===== config.mk =====
export PLATFORM = sky130hd
export DESIGN_NAME = cnn_layer_controller
export DESIGN_NICKNAME = d
export VERILOG_FILES = /design/src/rtl/cnn_pkg.sv /design/src/rtl/cnn_wait_timer.sv /design/src/rtl/cnn_layer_controller.sv
export SDC_FILE = /design/constraint.sdc
export NUM_CORES = 1
export LEC_CHECK = 0
export ABC_AREA = 1
export ABC_CLOCK_PERIOD_IN_PS = 2800
export BUFFER_PORTS_ARGS = -buffer_cell sky130_fd_sc_hd__clkbuf_2
export CAP_MARGIN = 15
export CORE_ASPECT_RATIO = 1.25
export CORE_MARGIN = 4
export CORE_UTILIZATION = 42
export CTS_BUF_LIST = sky130_fd_sc_hd__clkbuf_8 sky130_fd_sc_hd__clkbuf_16
export CTS_CLUSTER_DIAMETER = 30
export DETAILED_ROUTE_END_ITERATION = 16
export SLEW_MARGIN = 20
export SYNTH_ARGS = -nofsm -noshare
export SYNTH_HDL_FRONTEND = slang
export SYNTH_SLANG_ARGS = --single-unit

===== constraint.sdc =====
create_clock -name clk -period 2.8 [get_ports clk]
set_input_delay 0 -clock clk [delete_from_list [all_inputs] [get_ports clk]]
set_output_delay 0 -clock clk [all_outputs]
set_load 0.05 [all_outputs]

===== src/rtl/cnn_pkg.sv =====
// Shared definitions for the binary-convolution layer controller: state
// encoding, one-hot command words and ack bit positions on sig_in/sig_out.
package cnn_pkg;

   typedef enum logic [2:0] {
      ST_IDLE  = 3'd0,
      ST_ADDR  = 3'd1,
      ST_LAT   = 3'd2,
      ST_DATA  = 3'd3,
      ST_COUNT = 3'd4,
      ST_WRITE = 3'd5,
      ST_GAP   = 3'd6,
      ST_FIN   = 3'd7
   } cnn_state_e;

   localparam logic [3:0] CMD_GET_ADDR = 4'b1000;
   localparam logic [3:0] CMD_GET_DATA = 4'b0100;
   localparam logic [3:0] CMD_COUNT    = 4'b0010;
   localparam logic [3:0] CMD_WRITE    = 4'b0001;
   localparam logic [3:0] CMD_NONE     = 4'b0000;

   localparam int ACK_GOT_DATA   = 3;
   localparam int ACK_READY      = 2;
   localparam int ACK_COUNT_DONE = 1;
   localparam int ACK_WRITTEN    = 0;

   localparam int TMR_W = 16;

   // States in which the controller holds a command and waits for its ack.
   function automatic logic is_wait_state(input cnn_state_e s);
      return (s == ST_ADDR) || (s == ST_DATA) || (s == ST_COUNT) || (s == ST_WRITE);
   endfunction

endpackage


===== src/rtl/cnn_wait_timer.sv =====
// Loadable down-counter; load wins over decrement and the count parks at zero.
module cnn_wait_timer #(
   parameter int W = 16
) (
   input  logic         clk,
   input  logic         reset,
   input  logic         load_i,
   input  logic [W-1:0] load_val_i,
   input  logic         dec_i,
   output logic         zero_o
);

   logic [W-1:0] count_q;

   always_ff @(posedge clk or negedge reset) begin
      if (!reset) begin
         count_q <= '0;
      end else if (load_i) begin
         count_q <= load_val_i;
      end else if (dec_i && (count_q != '0)) begin
         count_q <= count_q - 1'b1;
      end
   end

   assign zero_o = (count_q == '0);

endmodule


===== src/rtl/cnn_layer_controller.sv =====
// Layer sequencer driving the one-hot sig_in command / sig_out ack handshake,
// one SRAM result write per window. Ack-wait timeout enabled by CNN_CTRL_TIMEOUT_EN.
module cnn_layer_controller
   import cnn_pkg::*;
#(
   parameter int NUM_WINDOWS = 16,
   parameter int ADDR_W      = 12,
   parameter int RD_LAT      = 1,
   parameter int TIMEOUT     = 255
) (
   input  logic              clk,
   input  logic              reset,
   input  logic              start,
   input  logic [3:0]        sig_out,
   output logic [3:0]        sig_in,
   output logic [ADDR_W-1:0] read_base,
   output logic              write_en,
   output logic [ADDR_W-1:0] write_addr,
   output logic              busy,
   output logic              done,
   output logic              timeout_err,
   output cnn_state_e        dbg_state
);

   localparam logic [ADDR_W-1:0] LAST_WIN = ADDR_W'(NUM_WINDOWS - 1);
   localparam logic [TMR_W-1:0]  LAT_LOAD = TMR_W'(RD_LAT);
   localparam logic [TMR_W-1:0]  TMO_LOAD = TMR_W'(TIMEOUT - 1);

   cnn_state_e        state_q;
   logic [3:0]        cmd_q;
   logic [ADDR_W-1:0] window_q;
   logic [ADDR_W-1:0] read_base_q;
   logic [ADDR_W-1:0] wr_addr_q;
   logic              wr_en_q;
   logic              busy_q;
   logic              done_q;
   logic              tmo_err_q;

   logic              tmr_load_d;
   logic [TMR_W-1:0]  tmr_val_d;
   logic              tmr_dec_d;
   logic              tmr_zero;
   logic              tmo_hit;

   // The timer holds the read latency in LAT; with the timeout enabled it is
   // reloaded on entry to every ack-wait state and runs down while waiting.
   always_comb begin
      tmr_load_d = 1'b0;
      tmr_val_d  = TMO_LOAD;
      tmr_dec_d  = (state_q == ST_LAT);
      if (state_q == ST_ADDR && sig_out[ACK_READY]) begin
         tmr_load_d = 1'b1;
         tmr_val_d  = LAT_LOAD;
      end
`ifdef CNN_CTRL_TIMEOUT_EN
      if (is_wait_state(state_q)) tmr_dec_d = 1'b1;
      if ((state_q == ST_IDLE  && start && !done_q) ||
          (state_q == ST_LAT   && tmr_zero) ||
          (state_q == ST_DATA  && sig_out[ACK_GOT_DATA]) ||
          (state_q == ST_COUNT && sig_out[ACK_COUNT_DONE]) ||
          (state_q == ST_GAP)) begin
         tmr_load_d = 1'b1;
      end
`endif
   end

`ifdef CNN_CTRL_TIMEOUT_EN
   assign tmo_hit = is_wait_state(state_q) && tmr_zero;
`else
   assign tmo_hit = 1'b0;
`endif

   cnn_wait_timer #(.W(TMR_W)) u_timer (
      .clk        (clk),
      .reset      (reset),
      .load_i     (tmr_load_d),
      .load_val_i (tmr_val_d),
      .dec_i      (tmr_dec_d),
      .zero_o     (tmr_zero)
   );

   always_ff @(posedge clk or negedge reset) begin
      if (!reset) begin
         state_q     <= ST_IDLE;
         cmd_q       <= CMD_NONE;
         window_q    <= '0;
         read_base_q <= '0;
         wr_addr_q   <= '0;
         wr_en_q     <= 1'b0;
         busy_q      <= 1'b0;
         done_q      <= 1'b0;
         tmo_err_q   <= 1'b0;
      end else begin
         wr_en_q <= 1'b0;
         done_q  <= 1'b0;
         case (state_q)
            ST_IDLE: begin
               // A start landing on the done cycle is dropped, not queued.
               if (start && !done_q) begin
                  state_q     <= ST_ADDR;
                  cmd_q       <= CMD_GET_ADDR;
                  busy_q      <= 1'b1;
                  window_q    <= '0;
                  read_base_q <= '0;
               end
            end
            ST_ADDR: begin
               if (sig_out[ACK_READY]) begin
                  state_q <= ST_LAT;
                  cmd_q   <= CMD_NONE;
               end else if (tmo_hit) begin
                  state_q   <= ST_FIN;
                  cmd_q     <= CMD_NONE;
                  tmo_err_q <= 1'b1;
               end
            end
            ST_LAT: begin
               if (tmr_zero) begin
                  state_q <= ST_DATA;
                  cmd_q   <= CMD_GET_DATA;
               end
            end
            ST_DATA: begin
               if (sig_out[ACK_GOT_DATA]) begin
                  state_q <= ST_COUNT;
                  cmd_q   <= CMD_COUNT;
               end else if (tmo_hit) begin
                  state_q   <= ST_FIN;
                  cmd_q     <= CMD_NONE;
                  tmo_err_q <= 1'b1;
               end
            end
            ST_COUNT: begin
               if (sig_out[ACK_COUNT_DONE]) begin
                  state_q <= ST_WRITE;
                  cmd_q   <= CMD_WRITE;
               end else if (tmo_hit) begin
                  state_q   <= ST_FIN;
                  cmd_q     <= CMD_NONE;
                  tmo_err_q <= 1'b1;
               end
            end
            ST_WRITE: begin
               if (sig_out[ACK_WRITTEN]) begin
                  wr_en_q   <= 1'b1;
                  wr_addr_q <= window_q;
                  cmd_q     <= CMD_NONE;
                  if (window_q == LAST_WIN) begin
                     state_q <= ST_FIN;
                  end else begin
                     state_q     <= ST_GAP;
                     window_q    <= window_q + 1'b1;
                     read_base_q <= window_q + 1'b1;
                  end
               end else if (tmo_hit) begin
                  state_q   <= ST_FIN;
                  cmd_q     <= CMD_NONE;
                  tmo_err_q <= 1'b1;
               end
            end
            ST_GAP: begin
               state_q <= ST_ADDR;
               cmd_q   <= CMD_GET_ADDR;
            end
            ST_FIN: begin
               state_q <= ST_IDLE;
               done_q  <= 1'b1;
               busy_q  <= 1'b0;
            end
            default: begin
               state_q <= ST_IDLE;
               cmd_q   <= CMD_NONE;
            end
         endcase
      end
   end

   assign sig_in      = cmd_q;
   assign read_base   = read_base_q;
   assign write_en    = wr_en_q;
   assign write_addr  = wr_addr_q;
   assign busy        = busy_q;
   assign done        = done_q;
   assign timeout_err = tmo_err_q;
   assign dbg_state   = state_q;

endmodule

==> results.md, run 1 <==
- Type of the setup path with the least slack: reg2reg
- Status: finished clean
- Register bit count reported by yosys: 50
- Adder-cell share of the synthesized area: 0.876%
- Global-route total usage across every layer: 17.9%
- Number of clock sinks: 50
- Vias/cell: about 4.9
- Post-layout nets: 447
- Path category of the worst min-delay check: in2reg
- First-pass GRT wire length: about 12,000 um
- Vias: around 2,600
- Max-slew violations: 0
- Cells after synthesis: ~400
- Port Buf Inserts: 40
- Number of antenna violations at the first check in global routing: 0
- RSZ-0062 raised after global routing: no
- Post-synthesis to final-layout area growth: 12.9%
- Compound-gate portion of the synthesized area: 3.37%
- Largest family of logic cells by synthesized area: simple AND/OR/NAND/NOR gates
- Largest delay contributor family on the critical path: simple AND/OR/NAND/NOR gates
- Share of post-route cells with drive strength above 1: roughly 17%
- Pwr/cell area: roughly 1000 nW/um^2
- Dominant cell type by area after synthesis: sky130_fd_sc_hd__dfrtp_1
- Depth of the worst register-to-register path: 9
- Count of cell types in the netlist: 27
- WP data required: 3040 ps
- Detail Route Antenna Nets: 0
- Largest cells by area after synthesis: sky130_fd_sc_hd__dfrtp_1, sky130_fd_sc_hd__nand2_1, sky130_fd_sc_hd__nor2_1
- Highest clock rate: approximately 550 MHz
- Clock network latency to the later pin of the worst-skew pair: 300 ps
- Hold depth: 3
- Post-synth net total: 406
- Critical path depth in cells: 9
- Maximum number of pins on one net before global-route repair: 30
- Total gr overflow: 0
- CTS root buf: sky130_fd_sc_hd__clkbuf_8
- Routed length per placed instance: around 13 um
- Antenna Cells: 0
- Transition time at the pin with the least slew margin: between 700 and 800 ps
- Highest-delay cell along the critical path: sky130_fd_sc_hd__dfrtp_1
- List of most frequent post-synthesis cells: sky130_fd_sc_hd__nand2_1, sky130_fd_sc_hd__dfrtp_1, sky130_fd_sc_hd__nor2_1
- Setup skew after layout: about 9.5 ps
- Data arrival time of the critical path: approximately 2100 ps
- Initial standard-cell utilization of the core: approximately 43%
- Placement row count: 33
- Lkg Pwr: roughly 0.0017 uW
- Number of clock buffers inserted by TritonCTS: 5
- Synth Area in XOR/XNOR: under 10%
- Die H: approximately 100 um
- DRC Markers: 0
- Die extent in x: 81.8 um
- TritonCTS clock tree: yes
- Post-synthesis simple-gate area fraction: 42.7%
- Sum of net half-perimeters after detailed placement: 5030 um
- Highest net fanout along the worst path: 12
- Netlist Area Pre-Place: 2860 um^2
- Dominant synthesized flop cell: sky130_fd_sc_hd__dfrtp_1
- Worst Setup End Kind: flip-flop
- Total length of routed wires: around 6700 um
- Count of TritonRoute iterations in the first routing pass: 4
- Time the worst path needs with I/O delays and setup: approximately 1800 ps
- Synthesis warning total: 0
- Library cell with the highest instance count after synthesis: sky130_fd_sc_hd__nand2_1
- Area of the core: about 6600 um^2
- Post-synthesis area per instance: 7.20 um^2
- Share of async-settable or async-resettable flops after synthesis: 100%
- Routability congestion estimate from global placement: 0.833
- Highest cell delay on the worst timing path: roughly 500 ps
- Synth top area share: roughly 44%
- Maximum ir drop on the vdd rail: a little under 0.6 mV
- H-tree Lvls: 2
- Area of the die: 8190 um^2
- Count of boundary I/O pins: 42
- Dominant cell type by count on the critical path: sky130_fd_sc_hd__nand2_1
- Final number of setup-violating endpoints: 0
- Via count of the first global-routing pass: 2,533
- Fin Hold WS: between 4 and 5 ps
- Clock transition at path regs: 90 ps
- Buffering stage count on the worst path with inverters included: 0
- Number of DRC markers in iteration 0: 99
- Relative slew slack: 50.1%
- Number of buffers between clock root and the deepest sink: 2
- Cells along the critical path: ha_1 > nand3_1 > nor2_1 > nand2_1 > nand2_1 > nand2_4 > nand2_2 > nand2_1 > nand2_1
- Mux share of post-synthesis cell area: 0%
- Part of the Yosys area used for sequential elements: a little over two fifths
- Final critical-path share of the clock period: between 60% and 70%
- Category of the worst setup path launch point: flip-flop
- Final-layout setup total negative slack: 0 ps
- Maximum Capacitance Violations: 0
- Final Hold Violating Endpoints: 0
- EDFF count, synth: 0
## path summary, 6_finish.rpt
kind / endpoint / startpoint / slack [ps]
max reg2reg: read_base[11]$_DFFE_PN0P_ / read_base[0]$_DFFE_PN0P_ / 980
max: read_base[11]$_DFFE_PN0P_ / read_base[0]$_DFFE_PN0P_ / 980
min in group asynchronous: u_timer.count_q[14]$_DFFE_PN0P_ / reset / 280
min: write_en$_DFF_PN0_ / sig_out[0] / 5
min reg2reg: sig_in[1]$_DFFE_PN0P_ / sig_in[1]$_DFFE_PN0P_ / 480
max in group asynchronous: read_base[9]$_DFFE_PN0P_ / reset / 1730
## layout make-up
cell class | instances | area, um^2
flip-flops and latches | 50 | 1250
well taps | 87 | 109
clock buffers | 5 | 68.8
fillers | 688 | 3380
clock inverters | 3 | 37.5
multi-input cells | 301 | 1390
repair buffers | 43 | 228
inverters | 37 | 141
## worst register-to-register path, cell delays in order, from the launching register on
cell and delay (ps):
sky130_fd_sc_hd__dfrtp_1 500, sky130_fd_sc_hd__ha_1 340, sky130_fd_sc_hd__nand3_1 150, sky130_fd_sc_hd__nor2_1 120, sky130_fd_sc_hd__nand2_1 80, sky130_fd_sc_hd__nand2_1 120
sky130_fd_sc_hd__nand2_4 100, sky130_fd_sc_hd__nand2_2 210, sky130_fd_sc_hd__nand2_1 80, sky130_fd_sc_hd__nand2_1 70
## metal layers
layer,vias to the layer above,wire length [um],GRT usage [%]
li1,1330,-,-
met4,0,95,5.37
met3,7,259,3.14
met5,-,0,0
met2,62,3340,30.1
met1,1194,2960,23.3
## power by group
group | switching, uW | leakage, uW | internal (uW)
logic | 1270 | 0.00101 | 464
clock network | 242 | 0.0000607 | 261
registers | 195 | 0.000672 | 911
## per-stage QoR
stage	setup slack [ps]	cells	util, %	cell area, um^2	power (uW)
final	984	526	48.8	3220	3340
after global routing	781	526	48.8	3220	3630
after CTS	964	526	48.8	3220	3380
after detailed placement	991	516	46.9	3100	2870
after global placement	1050	516	46.9	3100	2850
after floorplan	845	397	-	2860	2520
## registers in the layout, summed over array words and instances, names as in the netlist
register and cells:
u_timer.count_q 16, read_base 12, write_addr 12, sig_in 4
dbg_state 3, busy 1, done 1, write_en 1
## repair_timing
action,CTS,global route
hold buffers,2,0
endpoints found under the hold margin,29,0
gates resized for setup,0,0
setup buffers,0,0
## placed cells by master (no fill, tap or decap)
| cell type | count |
|---|---|
| sky130_fd_sc_hd__nand2_1 | 153 |
| sky130_fd_sc_hd__dfrtp_1 | 50 |
| sky130_fd_sc_hd__nor2_1 | 49 |
| sky130_fd_sc_hd__clkbuf_2 | 40 |
| sky130_fd_sc_hd__nand3_1 | 36 |
| sky130_fd_sc_hd__inv_1 | 32 |
| sky130_fd_sc_hd__nand4_1 | 13 |
| sky130_fd_sc_hd__o21ai_1 | 11 |
| sky130_fd_sc_hd__inv_2 | 6 |
| sky130_fd_sc_hd__o21ai_0 | 5 |
| sky130_fd_sc_hd__xor2_1 | 5 |
| sky130_fd_sc_hd__clkbuf_8 | 5 |
| sky130_fd_sc_hd__nand2_2 | 4 |
| sky130_fd_sc_hd__nand2_4 | 4 |
| sky130_fd_sc_hd__nor2_4 | 3 |
| sky130_fd_sc_hd__nor2_2 | 3 |
| sky130_fd_sc_hd__or2_2 | 3 |
| sky130_fd_sc_hd__nand3_2 | 2 |
| sky130_fd_sc_hd__a21oi_1 | 2 |
| sky130_fd_sc_hd__nand3b_1 | 2 |
| sky130_fd_sc_hd__ha_1 | 2 |
| sky130_fd_sc_hd__dlygate4sd3_1 | 2 |
| sky130_fd_sc_hd__nor3_4 | 1 |
| sky130_fd_sc_hd__inv_4 | 1 |
| sky130_fd_sc_hd__o22ai_1 | 1 |
| sky130_fd_sc_hd__nor3b_1 | 1 |
| sky130_fd_sc_hd__conb_1 | 1 |
| sky130_fd_sc_hd__bufinv_16 | 1 |
| sky130_fd_sc_hd__buf_4 | 1 |
## logic make-up (layout without fill, tap and decap cells)
logic type,Yosys count,in the layout
xor gates and xnor gates,5,5
other,1,1
adders and majority gates,2,2
buffers and inverters,46,88
DFF,50,50
AOI/OAI and AO/OA,19,19
and+or+nand+nor,274,274
Note: power is estimated with default switching activity, not from simulation.
==> run 2, diff against run 1 <==
--- a/config.mk
+++ b/config.mk
@@ -6,7 +6,7 @@
 export NUM_CORES = 1
 export LEC_CHECK = 0
 export ABC_AREA = 1
-export ABC_CLOCK_PERIOD_IN_PS = 2800
+export ABC_CLOCK_PERIOD_IN_PS = 1500
 export BUFFER_PORTS_ARGS = -buffer_cell sky130_fd_sc_hd__clkbuf_2
 export CAP_MARGIN = 15
 export CORE_ASPECT_RATIO = 1.25
==> constraint.sdc (replaced) <==
create_clock -name clk -period 1.5 [get_ports clk]
set_input_delay 0 -clock clk [delete_from_list [all_inputs] [get_ports clk]]
set_output_delay 0 -clock clk [all_outputs]
set_load 0.05 [all_outputs]
==> results.md, run 2 (synthesis results as in run 1) <==
- Total power: 7450 uW (+120%)
- Worst Setup End Kind: flip-flop
- Top register by number of flip-flops: u_timer.count_q
- WP data required: 1700 ps (-1340 ps)
- Time the worst path needs with I/O delays and setup: 1510 ps (-303 ps)
- Type of the setup path with the least slack: reg2reg
- Final critical-path share of the clock period: 101% (+36 points)
- Worst hold path startpoint: sig_out[2]
- Startpoint of the lowest-slack register-to-register path: dbg_state[1]$_DFFE_PN0P_
- Register-to-register path setup slack: -10 ps (-1000 ps)
- Sum of net half-perimeters after detailed placement: 5310 um (+5.5%)
- Depth of the worst register-to-register path: 9 (unchanged)
- Placement row count: 33 (unchanged)
- Post-synthesis to final-layout area growth: 35.7%
- Fin Hold WS: 123 ps (+118 ps)
- Combined area of the multi-input logic cells: 1570 um^2 (+13%)
- Number of DRC markers in iteration 0: 164 (+66%)
- Maximum ir drop on the vdd rail: 1.25 mV (+110%)
- RR Endpoint: write_addr[8]$_DFFE_PN0P_
- Number of filler instances in the final layout: 628 (-8.7%)
- Relative slew slack: 49.9% (-0.26 points)
- Most frequent standard cell in the layout excluding fill and tap cells: sky130_fd_sc_hd__nand2_1
- Highest clock rate: 661 MHz (+20%)
- Violated checks: setup timing
- Status: finished, violations left
- Detail Route Antenna Nets: 0 (unchanged)
- Routed length per placed instance: 12.7 um (+0.73%)
- Category of the worst setup path launch point: flip-flop
- Total length of routed wires: 7390 um (+11%)
- Antenna Cells: 0 (unchanged)
- Vias/cell: 4.88 (-0.95%)
- Port Buf Inserts: 40 (unchanged)
- Die H: 100 um (unchanged)
- Data arrival time of the critical path: 1710 ps (-350 ps)
- Most frequent cells in the layout: sky130_fd_sc_hd__nand2_1, sky130_fd_sc_hd__buf_4, sky130_fd_sc_hd__dfrtp_1, sky130_fd_sc_hd__clkbuf_2, sky130_fd_sc_hd__nor2_1
- Area of the core: 6610 um^2 (unchanged)
- Maximum number of pins on one net before global-route repair: 28 (-6.7%)
- Max-slew violations: 0 (unchanged)
- Filler-free cell count of the finished design: 580 (+10%)
- Share of post-route cells with drive strength above 1: 36.7% (+20 points)
- Cells along the critical path: inv_4 > nand2_4 > nor2_4 > inv_4 > nor2_4 > buf_6 > inv_6 > nand2_1 > o21ai_1
- Area of the die: 8190 um^2 (unchanged)
- Final Hold Violating Endpoints: 0 (unchanged)
- Minimum setup slack after placement: -4.71 ps (-996 ps)
- Initial standard-cell utilization of the core: 43.2% (unchanged)
- Via count of the first global-routing pass: 2,577 (+1.7%)
- Post-layout nets: 501 (+12%)
- Total gr overflow: 0 (unchanged)
- Pwr/cell area: 1920 nW/um^2 (+86%)
- CTS root buf: sky130_fd_sc_hd__clkbuf_8
- Number of antenna violations at the first check in global routing: 0 (unchanged)
- Lkg Pwr: 0.00205 uW (+18%)
- Clock transition at path regs: 100 ps (about the same)
- TritonCTS clock tree: yes
- Routability congestion estimate from global placement: 0.894 (+7.4%)
- Path category of the worst min-delay check: in2reg
- Setup slack after layout: -13.8 ps (-997 ps)
- Highest net fanout along the worst path: 10 (-2)
- Inst Count DP: 553 (+7.2%)
- Final number of setup-violating endpoints: 2 (+2)
- Count of boundary I/O pins: 42 (unchanged)
- Sequential Area: 1270 um^2 (+1.2%)
- Number of clock sinks: 50 (unchanged)
- Destination of the worst hold path: u_timer.count_q[10]$_DFFE_PN0P_
- Highest cell delay on the worst timing path: 480 ps (-20 ps)
- H-tree Lvls: 2 (unchanged)
- Clock network latency to the later pin of the worst-skew pair: 310 ps (about the same)
- Vias: 2,832 (+9.2%)
- Number of clock buffers inserted by TritonCTS: 5 (unchanged)
- Setup skew after layout: 12.3 ps (+2.78 ps)
- First-pass GRT wire length: 11,500 um (-1.4%)
- Die extent in x: 81.8 um (unchanged)
- Hold depth: 4 (+1)
- Number of buffers between clock root and the deepest sink: 2 (unchanged)
- Maximum Capacitance Violations: 0 (unchanged)
- DRC Markers: 0 (unchanged)
- RSZ-0062 raised after global routing: yes
- Count of TritonRoute iterations in the first routing pass: 4 (unchanged)
- Transition time at the pin with the least slew margin: 752 ps (+3.83 ps)
- Global-route total usage across every layer: 17.8% (-0.11 points)
- Largest register FFs: 16 (unchanged)
- Highest-delay cell along the critical path: sky130_fd_sc_hd__dfrtp_2
==> run 2: cell types whose count changed in the layout (fill, tap and decap cells not counted), moves of 10 or more <==
cell / before / now
sky130_fd_sc_hd__dfrtp_1: 50 / 40
sky130_fd_sc_hd__buf_4: 1 / 46
sky130_fd_sc_hd__nand2_2: 4 / 19
sky130_fd_sc_hd__nor2_1: 49 / 39
sky130_fd_sc_hd__nand2_1: 153 / 133
==> run 2: worst max path at each step <==
stage                     slack (ps)                      startpoint                        endpoint  cells past startpoint
after CTS                         10  u_timer.count_q[1]$_DFFE_PN0P_  u_timer.count_q[0]$_DFFE_PN0P_                     10
after global routing            -100        dbg_state[1]$_DFFE_PN0P_      write_addr[11]$_DFFE_PN0P_                      9
after detailed placement          -5  u_timer.count_q[0]$_DFFE_PN0P_  u_timer.count_q[4]$_DFFE_PN0P_                      9
after global placement            40  u_timer.count_q[7]$_DFFE_PN0P_  u_timer.count_q[4]$_DFFE_PN0P_                      8
after floorplan                  -50        read_base[1]$_DFFE_PN0P_       read_base[10]$_DFFE_PN0P_                     10
final                            -10        dbg_state[1]$_DFFE_PN0P_       write_addr[8]$_DFFE_PN0P_                      9
==> run 2: worst max-delay path: cells and delay by family, from the launching register on <==
family	cells	cell delay [ps]
AO/OA/AOI/OAI	1	50
buffers and inverters	4	350
flip-flops	1	480
AND/OR/NAND/NOR	4	520
==> run 2: metrics by stage <==
| step | setup TNS, ps | utilization [%] | area (um^2) |
|---|---|---|---|
| final | -17.8 | 58.7 | 3870 |
| after global routing | -2220 | 58.7 | 3870 |
| after CTS | 0 | 53.9 | 3560 |
| after detailed placement | -4.71 | 51.9 | 3430 |
| after global placement | 0 | 51.9 | 3430 |
| after floorplan | -418 | - | 2900 |
==> run 2: repair_timing <==
item / CTS / global route
hold endpoints to repair: 26 / 0
hold buffers: 2 / 0
cloned: 0 / 3
gates resized for setup: 1 / 63
setup buffers: 0 / 15
endpoints found under the setup margin: 5 / 46
pin swaps: 0 / 17
==> run 2: power by group <==
part / switching (uW) / internal, uW / total, uW
clock network: 459 / 491 / 950
registers: 329 / 1720 / 2050
logic: 2860 / 1590 / 4450
total: 3650 / 3800 / 7450
==> run 2: metal layers <==
layer,wire length (um),up-vias,GRT usage (%)
li1,-,1450,-
met1,3200,1313,22.1
met2,3750,51,29.9
met3,240,18,3.50
met4,192,0,6.91
met5,0,-,0
==> run 2: final cells by class <==
class	instances	area share, %
Sequential cell	50	32.7
Inverter	37	4.10
Timing Repair Buffer	94	16.6
Multi-Input combinational cell	302	40.6
Clock inverter	3	1.07
Tap cell	87	2.81
Timing Repair inverter	2	0.452
Clock buffer	5	1.78
